$ cat src/rtl/mem_stage_bus_controller.sv
// mem_stage_bus_controller: MEM-stage load/store sequencer driving a req/ack data bus
// Ports:
//   i_clock, i_reset                       clock, async active-high reset
//   i_isValid, i_memRead, i_memWrite       EXMEM op qualifiers
//   i_access, i_unsigned, i_addr, i_wrData held EXMEM access description
//   o_hazard                               MEM hazard to stall control (combinational)
//   o_done, o_fault, o_rdData              retire pulse, fault flag, extended load data
//   o_bus_*, i_bus_*                       request/acknowledge data bus
module mem_stage_bus_controller #(
    parameter int ADDR_WIDTH     = 32,
    parameter int TIMEOUT_CYCLES = 255
) (
    input  logic                  i_clock,
    input  logic                  i_reset,
    input  logic                  i_isValid,
    input  logic                  i_memRead,
    input  logic                  i_memWrite,
    input  logic [1:0]            i_access,
    input  logic                  i_unsigned,
    input  logic [ADDR_WIDTH-1:0] i_addr,
    input  logic [31:0]           i_wrData,
    output logic                  o_hazard,
    output logic                  o_done,
    output logic                  o_fault,
    output logic [31:0]           o_rdData,
    output logic                  o_bus_req,
    output logic                  o_bus_we,
    output logic [ADDR_WIDTH-1:0] o_bus_addr,
    output logic [3:0]            o_bus_be,
    output logic [31:0]           o_bus_wdata,
    input  logic                  i_bus_ack,
    input  logic                  i_bus_rvalid,
    input  logic [31:0]           i_bus_rdata
);
    localparam int CW = (TIMEOUT_CYCLES > 0) ? $clog2(TIMEOUT_CYCLES + 1) : 1;
    // Abort in the cycle the counter would reach TIMEOUT_CYCLES, so REQ+WAIT lasts exactly that long
    localparam logic [CW-1:0] TO_LIM = CW'((TIMEOUT_CYCLES > 0) ? TIMEOUT_CYCLES - 1 : 0);

    typedef enum logic [1:0] {IDLE, REQ, WAIT, DONE} state_t;

    state_t        r_state, w_next;
    logic [CW-1:0] r_cnt;
    logic          r_fault;
    logic [31:0]   r_rdData;
    logic          w_memOp, w_aligned, w_timeout, w_abort, w_req;
    logic [3:0]    w_be;
    logic [31:0]   w_shifted, w_ext;

    assign w_memOp   = i_isValid & (i_memRead | i_memWrite);
    assign w_aligned = (i_access == 2'b00) ? 1'b1 :
                       (i_access == 2'b01) ? ~i_addr[0] : (i_addr[1:0] == 2'b00);
    assign w_timeout = (TIMEOUT_CYCLES != 0) && (r_cnt >= TO_LIM);
    // Ack/rvalid win over a coincident timeout: the bus did complete the access
    assign w_abort   = w_timeout & (((r_state == REQ) & ~i_bus_ack) | ((r_state == WAIT) & ~i_bus_rvalid));
    assign w_req     = (r_state == REQ);

    always_comb begin
        w_next = r_state;
        unique case (r_state)
            IDLE: if (w_memOp) w_next = w_aligned ? REQ : DONE;
            REQ:  if (i_bus_ack) w_next = i_memWrite ? DONE : WAIT;
                  else if (w_timeout) w_next = DONE;
            WAIT: if (i_bus_rvalid || w_timeout) w_next = DONE;
            DONE: w_next = IDLE;
        endcase
    end

    always_ff @(posedge i_clock or posedge i_reset) begin
        if (i_reset) begin
            r_state  <= IDLE;
            r_cnt    <= '0;
            r_fault  <= 1'b0;
            r_rdData <= '0;
        end else begin
            r_state <= w_next;
            r_cnt   <= (r_state == REQ || r_state == WAIT) ? r_cnt + CW'(1) : '0;
            if (r_state == IDLE && w_memOp) r_fault <= ~w_aligned;
            else if (w_abort) r_fault <= 1'b1;
            if (r_state == WAIT && i_bus_rvalid) r_rdData <= w_ext;
        end
    end

    assign w_shifted = i_bus_rdata >> {i_addr[1:0], 3'b000};
    assign w_ext     = (i_access == 2'b00) ? {{24{~i_unsigned & w_shifted[7]}}, w_shifted[7:0]} :
                       (i_access == 2'b01) ? {{16{~i_unsigned & w_shifted[15]}}, w_shifted[15:0]} :
                       w_shifted;
    assign w_be      = (i_access == 2'b00) ? 4'b0001 << i_addr[1:0] :
                       (i_access == 2'b01) ? 4'b0011 << i_addr[1:0] : 4'b1111;

    // Reset gates the hazard so every output reads 0 while reset is held
    assign o_hazard    = w_memOp & (r_state != DONE) & ~i_reset;
    assign o_done      = (r_state == DONE);
    assign o_fault     = (r_state == DONE) & r_fault;
    assign o_rdData    = r_rdData;
    assign o_bus_req   = w_req;
    assign o_bus_we    = w_req & i_memWrite;
    assign o_bus_addr  = {i_addr[ADDR_WIDTH-1:2], 2'b00};
    assign o_bus_be    = w_req ? w_be : 4'b0000;
    assign o_bus_wdata = (i_access == 2'b00) ? {4{i_wrData[7:0]}} :
                         (i_access == 2'b01) ? {2{i_wrData[15:0]}} : i_wrData;
endmodule

$ cat config.mk
export PLATFORM = sky130hd
export DESIGN_NAME = mem_stage_bus_controller
export DESIGN_NICKNAME = d
export VERILOG_FILES = /design/src/rtl/mem_stage_bus_controller.sv
export SDC_FILE = /design/constraint.sdc
export NUM_CORES = 1
export LEC_CHECK = 0
export CAP_MARGIN = 10
export CORE_AREA = 2 2 104 106
export DETAILED_ROUTE_END_ITERATION = 6
export DIE_AREA = 0 0 106 108
export PLACE_DENSITY = 0.76
export SLEW_MARGIN = 10
export SYNTH_ARGS = -nofsm -noshare
export SYNTH_HDL_FRONTEND = slang
export SYNTH_SLANG_ARGS = --single-unit
export TNS_END_PERCENT = 5
$ cat constraint.sdc
create_clock -name i_clock -period 2.1 [get_ports i_clock]
set_input_delay 0.525 -clock i_clock [delete_from_list [all_inputs] [get_ports i_clock]]
set_output_delay 0.525 -clock i_clock [all_outputs]
set_load 0.05 [all_outputs]
=== Yosys cells after proc, flatten, opt, wreduce, memory -nomap -nowiden ===
Index checks and enable logic that the tools add are counted.

* Bits in latches: 0
* Memories: 0
* Bits in writable memories: 0
* Bits in read-only memories: 0
* Input port bits: 106
* Bits in registers: 43

* Div/mod/pow operators: 0
* Order comparisons: 1
* Add/sub/neg operators: 1
* Muxes and demuxes: 19
* $mul: 0
* Reduce and logical (&&, ||, !) cells: 9
* Bitwise operators: 18
* Equality and inequality tests: 8
* Shift-type cells: 3

{| class="wikitable"
|+ Operators by type and width
! kind !! number
|-
| $mux 32 || 4
|-
| $shr 32x5->32 || 1
|-
| $mux 4 || 3
|-
| $and 1x1->1 || 10
|-
| $mux 2 || 5
|-
| $add 8x1->8 const B || 1
|-
| $ge 8x8->1 const B || 1
|-
| $mux 8 || 1
|-
| $pmux 2 s4 || 1
|-
| $logic_not 2->1 || 3
|-
| $not 1->1 || 6
|-
| $mux 1 || 5
|-
| $eq 2x1->1 const B || 2
|-
| $eq 2x2->1 const B || 2
|-
| $ne 2x2->1 const B || 2
|-
| $shl 1x2->4 const A || 1
|-
| $shl 2x2->4 const A || 1
|-
| $ne 3x3->1 const B || 1
|-
| $reduce_and 3->1 || 1
|-
| $logic_and 1x1->1 || 2
|-
| $logic_or 1x1->1 || 2
|-
| $ne 2x1->1 const B || 1
|-
| $or 1x1->1 || 2
|-
| $reduce_bool 2->1 || 1
|}

=== Longest topological paths before layout ===
* Depth after elaboration: 6
* Depth in mapped cells: 9
* Depth with buffers taken out: 6

=== Worst setup path after synthesis ===
No wires, ideal clock.

* Path type: input to output
* From: input port i_addr[1]
* To: output port o_bus_be[2]
* Path slack: -0.730 ns
* Arrival time: 2.305 ns
* Required time: 1.575 ns
* Stages: 7
* Cells stage by stage: buf_2 > buf_4 > buf_2 > inv_1 > ha_1 > mux2i_1 > a21oi_1

* Cells in the longest elaborated chain, start to end: 4
* Elaborated cells between the ends (all ways): 5
* Classes of those cells: 2 x shift; 3 x mux

{| class="wikitable"
|+ RTL lines
! element !! RTL line !! source
|-
| start, declared || 20 || <nowiki>input logic [ADDR_WIDTH-1:0] i_addr,</nowiki>
|-
| $shl 2x2->4 || 88 || <nowiki>(i_access == 2'b01) ? 4'b0011 << i_addr[1:0] : 4'b1111;</nowiki>
|-
| $mux 4 || 88 ||
|-
| $mux 4 * || 87 || <nowiki>assign w_be = (i_access == 2'b00) ? 4'b0001 << i_addr[1:0] :</nowiki>
|-
| $mux 4 * || 98 || <nowiki>assign o_bus_be = w_req ? w_be : 4'b0000;</nowiki>
|-
| end, declared || 29 || <nowiki>output logic [3:0] o_bus_be,</nowiki>
|}

Every way passes the cells marked *; elsewhere a longest branch is shown, timed or not.

=== Final worst setup path ===
* From: register r_rdData[18], in the netlist o_rdData[18]
* To: output port o_rdData[18]

{| class="wikitable"
|+ RTL lines
! element !! RTL line !! source
|-
| start, declared || 44 || <nowiki>logic [31:0] r_rdData;</nowiki>
|-
| start signal, assigned || 79 || <nowiki>if (r_state == WAIT && i_bus_rvalid) r_rdData <= w_ext;</nowiki>
|-
| end, declared || 25 || <nowiki>output logic [31:0] o_rdData,</nowiki>
|}

No word-level cell between the ends.

==> reports/results.tsv <==
stage	metric	value	unit
worst_setup_path	cp-end-kind	primary output	
worst_setup_path	startpoint_type	flip-flop	
finish	post-route-util	51.6	%
clock_network	numCtsBuffers	5	
worst_setup_path	crit_chain	clkdlybuf4s50_1	
sta	layout_setup_ws	0.0565	ns
route	drtIter0Drc	144	
worst_setup_path	cp.required	1.57	ns
logic_synthesis	synthArstFlopShare	100	%
route	wire_per_inst	16.5	microns
clock_network	cts_root_buffer	clkbuf_8	
sta	finalCritPeriodShare	97.3	%
grt	first_global_vias	3262	
floorplan	start_util	33.5	%
finish	diodes	0	
power_and_ir_drop	ir_drop	0.451	mV
sta	setup_viol	0	
route	dr.pass1.iters	4	
logic_synthesis	ys.flop_type	dfrtp_1	
floorplan	pin_count	211	
route	detail-route-antenna-nets	0	
route	postRouteWirelength	10.8	mm
worst_setup_path	path_delay_family	buffers and inverters	
power_and_ir_drop	pwr_density_cell	1140	nW/um^2
logic_synthesis	synthTopCellsByArea	dfrtp_1 (31%), buf_4 (9.2%), mux2i_1 (7.6%)	
logic_synthesis	syn_area	3420	sq um
place	port_buffers	148	
sta	relSlewSlack	56.2	%
clock_network	cts_num_sinks	43	
logic_synthesis	yosysSeqAreaShare	31.4	%
clock_network	cts_setup_buffers	0	
logic_synthesis	synth_top_area_share	31.4	%
floorplan	die_h	108	microns
finish	area_delta_synth_final	54.2	%
sta	rsz0062_at_grt	false	
status	outcome	finished clean	
route	remaining_drc_errors	0	
sta	final.setup.tns	0	ns
floorplan	die_w	106	microns
clock_network	clkTransAtPathRegs	0.09	ns
worst_setup_path	slowest_delay	0.82	ns
clock_network	clock_latency	0.30	ns
floorplan	rows	37	
logic_synthesis	ys_warn_count	0	
floorplan	coreArea	10200	sq um
place	place_ws	-0.413	ns
sta	worst_pin_slew	0.656	ns
grt	grt_antenna_before_repair	0	
worst_setup_path	path_buf_inv	1	
power_and_ir_drop	p_leak	2.28	nW
floorplan	die_area	11400	sq um
clock_network	clockBufferDepth	2	
logic_synthesis	synth_top_area_cell	dfrtp_1	
sta	fin_skew	0.00503	ns
logic_synthesis	avgSynthCellArea	8.71	sq um
sta	fin_crit	2.04	ns
clock_network	cts_tree	done	
grt	grt_max_degree	35	
place	place_congestion	0.812	
worst_setup_path	arrival	1.52	ns
hold_path	hold_class	flip-flop to flip-flop	
route	via_count	3255	
finish	drive_gt1_share	28.3	%
flow_run	maxCapViolCount	0	
sta	max_freq	489	MHz
logic_synthesis	synthCells	393	
grt	grt.total_usage	18.0	%
logic_synthesis	ys_types	46	
grt	grt_pass1_wl	16.6	mm
clock_network	htreeDepth	2	
logic_synthesis	synth.ff_latch_count	43	
logic_synthesis	synth-edff-count	0	
route	viasPerCell	5.00	
sta	drv_slew	0	
sta	finalHoldViolCount	0	
place	hpwl	8.70	mm
grt	grt_overflow_total	0	
worst_setup_path	worstPathMaxFanout	3	
worst_setup_path	slowest_stage	clkdlybuf4s50_1	
worst_setup_path	criticalPathCategory	flip-flop to primary output	
finish	final_nets	631	
## cells in the final DEF (no fill, tap or decap), types with 2 or more instances in the layout
| master | instances |
|---|---|
| clkdlybuf4s50_1 | 91 |
| buf_4 | 49 |
| dfrtp_1 | 43 |
| nand2_1 | 42 |
| o21ai_0 | 36 |
| buf_12 | 33 |
| o21ai_1 | 25 |
| mux2i_1 | 24 |
| mux2_2 | 23 |
| a22oi_1 | 15 |
| nor2_1 | 14 |
| a21oi_1 | 10 |
| ha_1 | 10 |
| nor3_1 | 9 |
| and2_1 | 8 |
| o22a_1 | 8 |
| inv_1 | 6 |
| o21ai_2 | 5 |
| xnor2_1 | 5 |
| clkbuf_8 | 5 |
| inv_2 | 4 |
| nor2b_1 | 4 |
| a21oi_2 | 3 |
| nand3_1 | 3 |
| clkbuf_2 | 3 |
| buf_6 | 3 |
| and2b_1 | 2 |
| mux2i_2 | 2 |
| nor2_2 | 2 |
| conb_1 | 2 |
| clkinvlp_4 | 2 |
## final cells by class
cell class / instances / area [sq um]
inverter: 11 / 41.3
sequential: 43 / 1080
timing repair buffer: 180 / 1990
clock inverter: 3 / 23.8
clock buffer: 5 / 68.8
multi-input combinational: 273 / 1910
tap: 136 / 170
fill: 885 / 4950
## synthesized netlist by cell type, types with 2 or more instances
master / count
nor2b_1: 4
dfrtp_1: 43
ha_1: 11
buf_6: 5
o22a_1: 8
mux2i_1: 26
nor3_1: 10
buf_2: 7
nand3_1: 3
o21ai_1: 20
and2_1: 8
mux2_2: 23
xnor2_1: 5
nor2_1: 16
o21ai_0: 45
buf_1: 2
inv_2: 2
nand2_1: 42
clkbuf_1: 10
a21oi_1: 13
a22oi_1: 15
buf_4: 42
inv_1: 9
and2b_1: 2
## flip-flops by register name, indices dropped and copies added, names as in the netlist
register and flops:
r_fault 1, r_state 2, o_rdData 32, r_cnt 8
## repair_timing
action | in CTS | in global routing
hold endpoints to repair | 0 | 0
gates resized for setup | 17 | 11
setup endpoints to repair | 53 | 24
pin swaps | 0 | 1
hold buffers | 0 | 0
## path summary, 6_finish.rpt
kind                              startpoint  slack [ns]  cells after the start            to
worst max-delay path            o_rdData[18]        0.06                      1  o_rdData[18]
worst min-delay path                 r_fault        0.52                      1       r_fault
worst max register to register    r_state[0]        0.33                      6  o_rdData[24]
worst min register to register       r_fault        0.52                      1       r_fault
max in group asynchronous            i_reset        0.99                      3   o_rdData[0]
min in group asynchronous            i_reset        0.60                      2      r_cnt[1]
## power breakdown
group          leakage [nW]  total, mW  switching [mW]  internal [mW]
clock                0.0408      0.559           0.320          0.238
sequential            0.506       1.48           0.285           1.19
combinational          1.74       4.00            2.47           1.53
total                  2.28       6.03            3.07           2.96
## per-stage QoR
| stage | total power, mW | instance area (sq um) | instances | hold slack, ns |
|---|---|---|---|---|
| CTS | 6.07 | 5280 | 651 | 0.524 |
| finish | 6.03 | 5280 | 651 | 0.517 |
| global placement | 5.39 | 5170 | 643 | 0.491 |
| detailed placement | 5.49 | 5170 | 643 | 0.500 |
| floorplan | 4.13 | 3450 | 394 | 0.469 |
| global route | 6.35 | 5280 | 651 | 0.534 |
## per-layer routing
layer  track usage (%)  part of all wire (%)
met5                 0                     0
met4              6.86                   3.3
met2              31.5                    51
met1              21.3                    39
met3              4.88                   7.1
## worst register-to-register path: stages (launching register included)
cell and delay, ns:
dfrtp_1 0.42, inv_1 0.11, ha_1 0.22, and2_1 0.18, a21bo_2 0.49, o21ai_0 0.17, o21ai_1 0.11
## cells by family (layout without fill, tap and decap cells)
family,count (synthesis),after routing,share of synthesized area [%]
xor+xnor,6,6,1.53
mux,51,51,16.1
flops,43,43,31.4
buf+inv,78,199,14.6
fa+ha+maj,11,11,4.02
other cells,1,2,0.110
compound gates,110,110,19.1
simple gates,93,93,13.0
Power figures use the tool's default switching activity.
